$ cat src/rtl/seven_segment_scanner.sv
// Multiplexed common-anode display driver: double-buffered nibble value,
// round-robin digit scan with a dark gap before each lit period.

module seven_segments (
    input  logic [3:0] value,
    output logic [6:0] segments
);
    // Active-low segments, bit order {g,f,e,d,c,b,a}.
    always_comb begin
        case (value)
            4'h0: segments = 7'b1000000;
            4'h1: segments = 7'b1111001;
            4'h2: segments = 7'b0100100;
            4'h3: segments = 7'b0110000;
            4'h4: segments = 7'b0011001;
            4'h5: segments = 7'b0010010;
            4'h6: segments = 7'b0000010;
            4'h7: segments = 7'b1111000;
            4'h8: segments = 7'b0000000;
            4'h9: segments = 7'b0010000;
            4'ha: segments = 7'b0001000;
            4'hb: segments = 7'b0000011;
            4'hc: segments = 7'b1000110;
            4'hd: segments = 7'b0100001;
            4'he: segments = 7'b0000110;
            default: segments = 7'b0001110;
        endcase
    end
endmodule

module seven_segment_scanner #(
    parameter int DIGITS = 4,
    parameter int DIV    = 50000,
    parameter int BLANK  = 2
) (
    input  logic                  clk,
    input  logic                  rst_n,
    input  logic                  enable,
    input  logic                  load,
    input  logic [4*DIGITS-1:0]   value_in,
    output logic [DIGITS-1:0]     digit_sel_n,
    output logic [6:0]            segments,
    output logic                  frame_start
);
    localparam int MAXC  = (DIV > BLANK) ? DIV : BLANK;
    localparam int CNT_W = (MAXC > 1) ? $clog2(MAXC) : 1;
    localparam int IDX_W = (DIGITS > 1) ? $clog2(DIGITS) : 1;
    localparam logic [CNT_W-1:0] DIV_LAST   = CNT_W'(DIV - 1);
    localparam logic [CNT_W-1:0] BLANK_LAST = CNT_W'((BLANK > 0) ? BLANK - 1 : 0);
    localparam logic [IDX_W-1:0] IDX_LAST   = IDX_W'(DIGITS - 1);

    typedef enum logic [1:0] {S_IDLE, S_BLANK, S_SHOW} state_t;

    state_t                 state, nxt_state;
    logic [CNT_W-1:0]       cnt, nxt_cnt;
    logic [IDX_W-1:0]       digit_idx, nxt_idx;
    logic [4*DIGITS-1:0]    pending, active, nxt_active;
    logic                   boundary;
    logic [3:0]             nib;
    logic [6:0]             dec_seg;

    always_comb begin
        nxt_state = state;
        nxt_cnt   = cnt;
        nxt_idx   = digit_idx;
        boundary  = 1'b0;
        if (!enable) begin
            nxt_state = S_IDLE;
            nxt_cnt   = '0;
            nxt_idx   = '0;
        end else begin
            case (state)
                S_IDLE: begin
                    nxt_idx  = '0;
                    nxt_cnt  = '0;
                    boundary = 1'b1;
                    if (BLANK > 0) nxt_state = S_BLANK;
                    else           nxt_state = S_SHOW;
                end
                S_BLANK: begin
                    if (cnt == BLANK_LAST) begin
                        nxt_state = S_SHOW;
                        nxt_cnt   = '0;
                    end else begin
                        nxt_cnt = cnt + CNT_W'(1);
                    end
                end
                S_SHOW: begin
                    if (cnt == DIV_LAST) begin
                        nxt_cnt = '0;
                        if (BLANK > 0) nxt_state = S_BLANK;
                        else           nxt_state = S_SHOW;
                        if (digit_idx == IDX_LAST) begin
                            nxt_idx  = '0;
                            boundary = 1'b1;
                        end else begin
                            nxt_idx = digit_idx + IDX_W'(1);
                        end
                    end else begin
                        nxt_cnt = cnt + CNT_W'(1);
                    end
                end
                default: nxt_state = S_IDLE;
            endcase
        end
    end

    // Decode the nibble that will be visible after this edge, so the digit
    // enable and its segments update together.
    assign nxt_active = boundary ? pending : active;

    always_comb begin
        nib = 4'h0;
        for (int i = 0; i < DIGITS; i++) begin
            if (nxt_idx == IDX_W'(i)) nib = nxt_active[4*i +: 4];
        end
    end

    seven_segments u_dec (
        .value    (nib),
        .segments (dec_seg)
    );

    always_ff @(posedge clk or negedge rst_n) begin
        if (!rst_n) begin
            state       <= S_IDLE;
            cnt         <= '0;
            digit_idx   <= '0;
            pending     <= '0;
            active      <= '0;
            frame_start <= 1'b0;
            digit_sel_n <= {DIGITS{1'b1}};
            segments    <= 7'b1111111;
        end else begin
            state       <= nxt_state;
            cnt         <= nxt_cnt;
            digit_idx   <= nxt_idx;
            frame_start <= boundary;
            if (load)     pending <= value_in;
            if (boundary) active  <= pending;
            if (nxt_state == S_SHOW) begin
                digit_sel_n <= ~(DIGITS'(1) << nxt_idx);
                segments    <= dec_seg;
            end else begin
                digit_sel_n <= {DIGITS{1'b1}};
                segments    <= 7'b1111111;
            end
        end
    end
endmodule

$ cat config.mk
export PLATFORM = sky130hd
export DESIGN_NAME = seven_segment_scanner
export DESIGN_NICKNAME = d
export VERILOG_FILES = /design/src/rtl/seven_segment_scanner.sv
export SDC_FILE = /design/constraint.sdc
export NUM_CORES = 1
export LEC_CHECK = 0
export ABC_AREA = 1
export CAP_MARGIN = 20
export CORE_MARGIN = 10
export CORE_UTILIZATION = 30
export DETAILED_ROUTE_END_ITERATION = 8
export DONT_BUFFER_PORTS = 1
export GPL_TIMING_DRIVEN = 0
export HOLD_SLACK_MARGIN = 0.08
export RECOVER_POWER = 50
export SYNTH_ARGS = -nofsm -noshare
export SYNTH_HDL_FRONTEND = slang
export SYNTH_HIERARCHICAL = 1
export SYNTH_SLANG_ARGS = --single-unit
$ cat constraint.sdc
create_clock -name clk -period 5.48 [get_ports clk]
set_input_delay 1.096 -clock clk [delete_from_list [all_inputs] [get_ports clk]]
set_output_delay 1.096 -clock clk [all_outputs]
set_load 0.05 [all_outputs]
* Word level (Yosys, flattened, before mapping)
Memories as Yosys holds them, arrays and structs flattened.
Cells that the tools add are included.
** Operators by class
- Multiplexer cells :: 23
- Bitwise logic cells :: 1
- Shift-type cells :: 1
- Add/subtract/negate cells :: 2
- Reduce and logical (&&, ||, !) cells :: 2
- Equal/unequal tests :: 10
** Operator list (number)
- 2-to-1 mux 16 bit :: 4
- one-hot mux 16 bit (3 select lines) :: 1
- 2-to-1 mux 4 bit :: 5
- adder 16 x 1 -> 16 bit (second input constant) :: 1
- == test 16 x 1 -> 1 bit (second input constant) :: 1
- == test 16 bit (second input constant) :: 1
- 2-to-1 mux 2 bit :: 6
- == test 2 bit (second input constant) :: 5
- 2-to-1 mux 7 bit :: 1
- one-hot mux 2 bit (3 select lines) :: 1
- == test 2 x 1 -> 1 bit (second input constant) :: 2
- logical NOT 2 bit :: 2
- inequality test 4 x 1 -> 1 bit (second input constant) :: 1
- inverter 4 bit :: 1
- one-hot mux 2 bit (2 select lines) :: 1
- left shift 1 x 2 -> 4 bit (first input constant) :: 1
- 2-to-1 mux 1 bit :: 3
- adder 2 x 1 -> 2 bit (second input constant) :: 1
- one-hot mux 1 bit (2 select lines) :: 1
** Storage, ports and cells
- Bits in read-only memories :: 112
- Word-level logic and storage cells :: 48
- Register bits after elaboration :: 64
- Output and inout port bits :: 12
- Memories kept :: 1
** Memory list
- (name not given) :: words 16, width 7, read ports 1, clocked after memory_dff 0, write ports 0, RTL line 10 : case (value)

* Depth between registers and ports, before layout
Gate-level depths: netlist (run 1).
An unclocked memory read counts as a cell.
- Depth after elaboration :: 12
- Depth in mapped cells :: 21
- Depth with buffers taken out :: 20

* Hierarchy
The synthesis (run 1) kept the hierarchy.
** By module, submodules not included
- seven_segment_scanner :: area each 3065.4 um^2, cells an instance 346, instances 1
- seven_segments :: area each 274.0 um^2, cells an instance 49, instances 1

* Worst setup path after synthesis (run 1)
No wires, ideal clock.
- Path kind :: in2reg
- Start :: in enable
- End :: reg segments[3]
- Slack :: 2788 ps
- Cell stages on the path :: 13
- Arrival :: 2631 ps
- Buffers on the path :: 2
- Required time :: 5420 ps
- Cell sequence :: buf_2 clkbuf_1 nand3_1 nand2_1 nand2_1 nand4_1 inv_1 ha_1 nand2_1 nand3_1 nand2_1 inv_1 nand2_1
** On the way
- Elaborated cells on any way between the ends :: 15
- Classes of those cells :: eq/ne: 4; mux: 9; reduce/logical: 1; memory: 1
** RTL lines
- start: declaration :: RTL line 38 : input logic enable,
- 2-to-1 mux 1 bit :: RTL line 67 : if (!enable) begin
- 2-to-1 mux 16 bit
- named net nxt_active[4] :: RTL line 57 : logic [4*DIGITS-1:0] pending, active, nxt_active;
- 2-to-1 mux 4 bit (3 in series) :: RTL line 115 : if (nxt_idx == IDX_W'(i)) nib = nxt_active[4*i +: 4];
- named net nib[0] :: RTL line 59 : logic [3:0] nib;
- memory read (16 x 7 bit)
- named net dec_seg[3] :: RTL line 60 : logic [6:0] dec_seg;
- 2-to-1 mux 7 bit :: RTL line 141 : if (nxt_state == S_SHOW) begin
- end signal: assignment :: RTL line 143 : segments <= dec_seg;
- end: declaration :: RTL line 42 : output logic [6:0] segments,
The timed path passes the listed nets, and every way through them passes these cells.
A chain may end at the register's enable or synchronous reset.

* Final worst setup path (run 1)
- Start :: reg state[0]
- End :: reg segments[0]
** On the way
- Longest elaborated chain between the ends :: 10
- Elaborated cells on any way between the ends :: 23
- Classes of those cells :: eq/ne: 6; mux: 14; reduce/logical: 2; memory: 1
** Ends and longest elaborated chain
- start: declaration :: RTL line 54 : state_t state, nxt_state;
- start signal: assignment :: RTL line 135 : state <= nxt_state;
- == test 2 bit or logical NOT 2 bit (tied branches) :: RTL line 72 : case (state)
- one-hot mux 1 bit (2 select lines) or one-hot mux 2 bit (2 select lines) (tied branches) :: RTL line 72
- 2-to-1 mux 1 bit or 2-to-1 mux 2 bit (tied branches) :: RTL line 67
- 2-to-1 mux 16 bit or logical NOT 2 bit (tied branches)
- 2-to-1 mux 4 bit (3 in series) :: RTL line 115
- 2-to-1 mux 4 bit * :: RTL line 115
- named net nib[1] :: RTL line 59
- memory read (16 x 7 bit) *
- named net dec_seg[0] :: RTL line 60
- 2-to-1 mux 7 bit * :: RTL line 141
Mark *: on every way through the listed nets, which the timed path passes. The rest lies on a longest branch.

==> results of run 1 <==
## Yosys cell counts (all sizes together)
| cell | count |
|---|---|
| nand4 | 6 |
| xor2 | 5 |
| nor3b | 2 |
| o21ai | 18 |
| nor2 | 34 |
| mux2 | 12 |
| inv | 47 |
| a21oi | 9 |
| xnor2 | 2 |
| and2 | 1 |
| buf | 9 |
| o21bai | 1 |
| nand3b | 1 |
| nand2 | 127 |
| nor3 | 8 |
| dfstp | 11 |
| clkbuf | 3 |
| o31ai | 1 |
| dfrtp | 53 |
| nand3 | 29 |
| o22ai | 1 |
| ha | 14 |
| o211ai | 1 |
## cell families after synthesis
| kind of cell | count (synthesis) |
|---|---|
| and+or+nand+nor | 208 |
| adders and majority gates | 14 |
| buffers and inverters | 59 |
| AOI/OAI and AO/OA | 31 |
| DFF | 64 |
| muxes | 12 |
| xor gates and xnor gates | 7 |
## cell type report
class / count / area share (%)
Sequential cell: 64 / 42.96
Multi-Input combinational cell: 272 / 39.03
Inverter: 47 / 4.692
Tap cell: 140 / 4.659
Clock buffer: 11 / 3.760
Clock inverter: 5 / 2.762
Buffer: 12 / 2.130
## sequential cells by signal (all words and copies together) (netlist names)
| name | flops |
|---|---|
| digit_sel_n | 4 |
| pending | 16 |
| frame_start | 1 |
| active | 16 |
| cnt | 16 |
| digit_idx | 2 |
| state | 2 |
| segments | 7 |
## how the worst max path moves through the flow
stage	end	start	slack (ns)	cells after the start
final	segments[0]$_DFF_PN1_	state[0]$_DFF_PN0_	2.61	19
after global routing	segments[0]$_DFF_PN1_	state[0]$_DFF_PN0_	2.24	19
after CTS	segments[3]$_DFF_PN1_	state[0]$_DFF_PN0_	2.62	18
after detailed placement	segments[3]$_DFF_PN1_	enable	2.44	13
after global placement	segments[3]$_DFF_PN1_	enable	2.49	13
after floorplan	segments[3]$_DFF_PN1_	enable	2.79	13
## power by group through the flow
stage | combinational [uW] | sequential [uW] | clock, uW
global route | 329 | 574 | 534
global placement | 277 | 574 | 0
finish | 280 | 566 | 495
floorplan | 229 | 568 | 0
detailed placement | 282 | 576 | 0
CTS | 283 | 568 | 512
## critical path: cells and delay by family, from the launching register on
| family | cells | cell delay [ns] |
|---|---|---|
| AOI/OAI and AO/OA | 1 | 0.31 |
| adders and majority gates | 2 | 0.36 |
| buffers and inverters | 7 | 0.74 |
| DFF | 1 | 0.40 |
| and+or+nand+nor | 9 | 0.98 |
## through the flow
step	cells	util, %
6_report	551	34.53
5_1_grt	551	34.53
4_1_cts	551	34.53
3_5_place_dp	535	32.28
3_3_place_gp	535	32.28
2_1_floorplan	395	-
## routing by layer
metal | routed length (um) | track usage (%) | vias to the layer above
met5 | 0 | 0 | -
met2 | 3186 | 14.58 | 42
met1 | 3249 | 11.09 | 1158
met4 | 80 | 2.846 | 0
li1 | - | - | 1275
met3 | 412 | 4.014 | 10
==> out/metrics.csv, run 1 <==
metric,value,unit
largest family of logic cells by synthesized area,simple AND/OR/NAND/NOR gates,
"commonest cells after routing, fill and taps aside","120 x nand2_1, 53 x dfrtp_1, 41 x inv_1",
Hold Fails Final Rpt,0,
die footprint,0.01575,mm2
crit path DAT,3.14,ns
Comb pwr share,20.9,%
CTS tree,done,
adder-cell area share of the yosys netlist,5.245,%
Root Driver,clkbuf_8,
Reg area,0.001615,mm2
die span in x,125.5,um
Die Span Y,125.5,um
initial antenna violation count,0,
dpl cell area,0.003515,mm2
hold slack,0.4328,ns
worst hold path class,input pin to asynchronous set/reset pin,
final period utilization,52.42,%
Worst path max stage delay,0.40,ns
reg2reg path depth,19,
max-slew violations,0,
Final Critical Period,2.872,ns
leakage,0.001762,uW
Tightest Pin Transition,0.4893,ns
vias in the first global route,2520,
Crit Path Max Fanout,8,
Synth cell types,34,
clk slew on worst S/H paths,0.07,ns
Internal,947.0,uW
vias,2485,
dpl hpwl,5.268,mm
Slowest cell on crit path,dfrtp_1,
routability cong.,0.8791,
area delta synth->final,12.59,%
Syn Inst Count,395,
Num CTS Buffers,9,
row count,38,
"Setup Fix Bufs, Post-CTS",0,
total power,1342,uW
Reg-to-Reg Start,state[0]$_DFF_PN0_,
later-pin clock latency in the skew report,0.35,ns
CTS Hold Bufs,0,
worst path required time,5.75,ns
synth warn,6,
initial core utilization,30.67,%
global-route wire length before repair,12.19,mm
"commonest non-fill, non-tap cell in the layout",nand2_1,
vias per cell,4.510,
leading area contributor after synthesis,dfrtp_1,
top-area cell type share of the netlist area,39.72,%
sequential cell area fraction in the yosys report,48.37,%
fin area,0.003760,mm2
number of port buffers,0,
headroom to the max-slew limit,67.38,%
sw frac,29.42,%
Post-route DRC,0,
Core Area,0.01089,mm2
xor and xnor fraction of the mapped netlist area,1.836,%
VDD IR max,0.0002041,V
number of max-cap violations,0,
n_diodes,0,
Global Route Usage Sum,9.239,%
Detailed Route WL,6.929,mm
DRT Pass-1 Iters,4,
routed len/inst,12.58,um
r2r setup slk,2.61,ns
fin nets,440,
FF-to-FF End,segments[0]$_DFF_PN1_,
Fmax achieved,348.1,MHz
CTS sink cnt,64,
fillers,1151,
depth of the CTS H-tree,3,
CTS resizes,0,
Final TNS setup,0,ns
Final WS setup,2.608,ns
"Net Count, Synth",429,
largest net degree at the start of global routing,65,
area of the multi-input gates,0.001468,mm2
fraction of layout cells with a size suffix above 1,18.73,%
crit-path cells,inv_1 > ha_1 > buf_2 > inv_1 > o31ai_1 > inv_1 > nand2_1 > nand2_2 > nor2_2 > nand2_1 > nand4_1 > inv_1 > ha_1 > inv_1 > nand2_1 > nand3_1 > nand2_1 > inv_1 > nand2_1,
synthesized cell area,0.003339,mm2
mux cell area share after synthesis,4.046,%
critical path type,flop to flop,
Flop pwr share,42.2,%
syn_area_per_cell,8.454,um2
post-synthesis simple-gate area fraction,27.13,%
flip-flop and latch count after synthesis,64,
Layout Skew,0.01085,ns
Place WS,2.445,ns
Max Buffers Root-to-Sink,2,
PwrDens,356.8,mW/mm2
Synth area leaders,"dfrtp_1 40%, nand2_1 13%, dfstp_2 8.7%",
Crit path top cell by count,inv_1,
Clk pwr share,36.9,%
Final ANT Viol Nets,0,
status,finished clean,
Switching Power,394.7,uW
First DRT Iteration DRCs,109,
RSZ-0062 raised after global routing,no,
count of boundary I/O pins,32,
final global-route overflow total,0,
CP Launch Type,flop,
Synth Area in Compound Gates,5.695,%
endpoint class of the critical path,flop,
# setup viols final,0,
No activity file was read; power rests on OpenSTA's default activity.
==> run 2: changes to the inputs <==
Clock period 5.48 ns to 2.72 ns, I/O delays scaled along.
==> run 2 against run 1 <==
Net effect:
- first-iteration DRC count fell by 14%
- via count rose by 3.8%
- fmax grew 13%
- cell area rose by 8.7%
- register-to-register slack worse by 2.4 ns
- clock power up 100%
- total power grew 110%
- global-route usage up 0.070 points
- critical endpoint unchanged
- the flow now finishes with violations (max-capacitance violations, max-slew violations)
- clock-buffer cell count is the same
- combinational power grew to 2.5 times the previous value
==> out/metrics.csv, run 2 (synthesized netlist as in run 1, its figures left out) <==
metric,value,unit,change
Comb pwr share,24.9,%,+4.0 points
met3 routed WL,365,um,-11%
Fmax achieved,394.4,MHz,+13%
crit path DAT,2.81,ns,-0.33 ns
Detailed Route WL,7.306,mm,+5.4%
Final ANT Viol Nets,0,,unchanged
CP Buf/Inv Count,7,,unchanged
CTS sink cnt,64,,unchanged
CP Launch Type,flop,,
worst hold path class,input pin to flop,,
Crit path top cell by count,nand2_1,,
crit-path cells,inv_2 > ha_4 > buf_6 > nand2_1 > inv_2 > nand3_2 > nand2_4 > nand2_4 > buf_6 > nand2_1 > nand2_1 > nand2_1 > nand4_1 > buf_4 > ha_2 > inv_2 > nand2_1 > nand3_2 > nand2_1 > inv_1 > nand2_2,,
Core Area,0.01089,mm2,unchanged
vias in the first global route,2554,,+1.3%
Die Span Y,125.5,um,unchanged
sw frac,30.37,%,+0.95 points
number of max-cap violations,1,,+1
Reg area,0.001618,mm2,+0.15%
largest net degree at the start of global routing,65,,unchanged
routed len/inst,12.84,um,+2.1%
Root Driver,clkbuf_8,,
biggest regs,"active x16, cnt x16, pending x16",,
met2 routed WL,3.438,mm,+7.9%
initial antenna violation count,0,,unchanged
global-route wire length before repair,12.30,mm,+0.84%
vias per cell,4.533,,+0.50%
vias,2579,,+3.8%
Place WS,-0.1059,ns,-2.551 ns
Max Buffers Root-to-Sink,2,,unchanged
depth of the CTS H-tree,3,,unchanged
Clk pwr share,34.9,%,-2.0 points
"delay-heaviest family, CP",simple AND/OR/NAND/NOR gates,,
fin nets,458,,+4.1%
endpoint class of the critical path,flop,,
Hold Fails Final Rpt,0,,unchanged
number of port buffers,0,,unchanged
die footprint,0.01575,mm2,unchanged
clk slew on worst S/H paths,0.07,ns,about the same
DRT Pass-1 Iters,4,,unchanged
CTS tree,done,,
Internal,1991,uW,+110%
worst path required time,2.99,ns,-2.76 ns
failing checks,"max-capacitance violations, max-slew violations",,
area delta synth->final,22.33,%,
leakage,0.001915,uW,+8.6%
routability cong.,0.8791,,unchanged
Met1 Routed Length,3.421,mm,+5.3%
row count,38,,unchanged
First DRT Iteration DRCs,94,,-14%
n_diodes,0,,unchanged
count of boundary I/O pins,32,,unchanged
Top Metal Used,met4,,
headroom to the max-slew limit,-3.072,%,-70 points
# setup viols final,0,,unchanged
dpl hpwl,5.268,mm,unchanged
Layout Skew,0.01211,ns,+0.001258 ns
initial core utilization,30.67,%,unchanged
Global Route Usage Sum,9.309,%,+0.070 points
final global-route overflow total,0,,unchanged
PwrDens,699.8,mW/mm2,+96%
Crit Path Max Fanout,8,,unchanged
Switching Power,868.1,uW,+120%
Slowest cell on crit path,dfrtp_1,,
critical path type,flop to flop,,
Final WS setup,0.1847,ns,-2.423 ns
status,finished with violations,,
die span in x,125.5,um,unchanged
max-slew violations,65,,+65
fillers,1121,,-2.6%
"commonest cells after routing, fill and taps aside","111 x nand2_1, 51 x dfrtp_1, 34 x inv_1",,
Num CTS Buffers,9,,unchanged
Final Critical Period,2.535,ns,-0.3370 ns
Non-Filler Instances,569,,+3.3%
Post-route DRC,0,,unchanged
fraction of layout cells with a size suffix above 1,29.14,%,+10 points
later-pin clock latency in the skew report,0.35,ns,about the same
Flop pwr share,40.1,%,-2.1 points
Tightest Pin Transition,1.546,ns,+1.057 ns
area of the multi-input gates,0.001625,mm2,+11%
Final TNS setup,0,ns,unchanged
VDD IR max,0.0004180,V,+100%
"commonest non-fill, non-tap cell in the layout",nand2_1,,
final period utilization,93.21,%,+41 points
placed insts,535,,unchanged
Worst path max stage delay,0.39,ns,about the same
run 2: stage by stage:
stage | area [um2] | power (uW) | util (%) | hold WS (ns)
finish | 4085 | 2859 | 37.52 | 0.3161
global placement | 3515 | 1714 | 32.28 | 0.2510
floorplan | 3339 | 1605 | - | 0.2484
detailed placement | 3515 | 1728 | 32.28 | 0.2514
CTS | 3845 | 2792 | 35.31 | 0.3011
global route | 4085 | 3054 | 37.52 | 0.2967
run 2: worst paths after layout:
path	startpoint	cells after the start	to	slack (ns)
max in group asynchronous	rst_n	2	cnt[7]$_DFFE_PN0P_	0.55
max	state[0]$_DFF_PN0_	21	segments[0]$_DFF_PN1_	0.18
max reg2reg	state[0]$_DFF_PN0_	21	segments[0]$_DFF_PN1_	0.18
min in group asynchronous	rst_n	2	cnt[10]$_DFFE_PN0P_	1.13
min	value_in[0]	2	pending[0]$_DFFE_PN0P_	0.32
min reg2reg	active[4]$_DFF_PN0_	2	active[4]$_DFF_PN0_	0.47
run 2: layout make-up:
| cell class | instances | area share (%) |
|---|---|---|
| clock buffer | 11 | 3.461 |
| buffer | 12 | 2.205 |
| tap | 140 | 4.288 |
| clock inverter | 5 | 2.542 |
| inverter | 47 | 4.380 |
| multi-input combinational | 272 | 39.79 |
| timing repair buffer | 18 | 3.737 |
| sequential | 64 | 39.60 |
run 2: worst reg2reg max path, stage by stage, from the launching register on:
cell and delay, ns:
dfrtp_1 0.39, inv_2 0.10, ha_4 0.13, buf_6 0.12
nand2_1 0.06, inv_2 0.06, nand3_2 0.09, nand2_4 0.12
nand2_4 0.09, buf_6 0.15, nand2_1 0.05, nand2_1 0.07
nand2_1 0.07, nand4_1 0.22, buf_4 0.22, ha_2 0.17
inv_2 0.07, nand2_1 0.07, nand3_2 0.08, nand2_1 0.05
inv_1 0.06, nand2_2 0.05
run 2: power by group through the flow:
stage	Clock (uW)	Combinational, uW	Sequential (uW)
global placement	0	557	1160
CTS	1030	617	1140
global route	1080	818	1160
detailed placement	0	567	1160
finish	999	713	1150
floorplan	0	461	1140
run 2: what timing repair did:
action / 4_1_cts / 5_1_grt
cloned: 0 / 1
buffers inserted: 3 / 12
endpoints found under the setup margin: 6 / 7
hold buffers: 2 / 0
pin swaps: 2 / 13
endpoints found under the hold margin: 64 / 0
gates resized for setup: 6 / 46
run 2: per-layer routing:
metal,vias to the layer above,GRT usage (%)
met5,-,0
met4,0,2.846
met3,10,3.929
met2,44,14.76
met1,1216,11.19
li1,1309,-
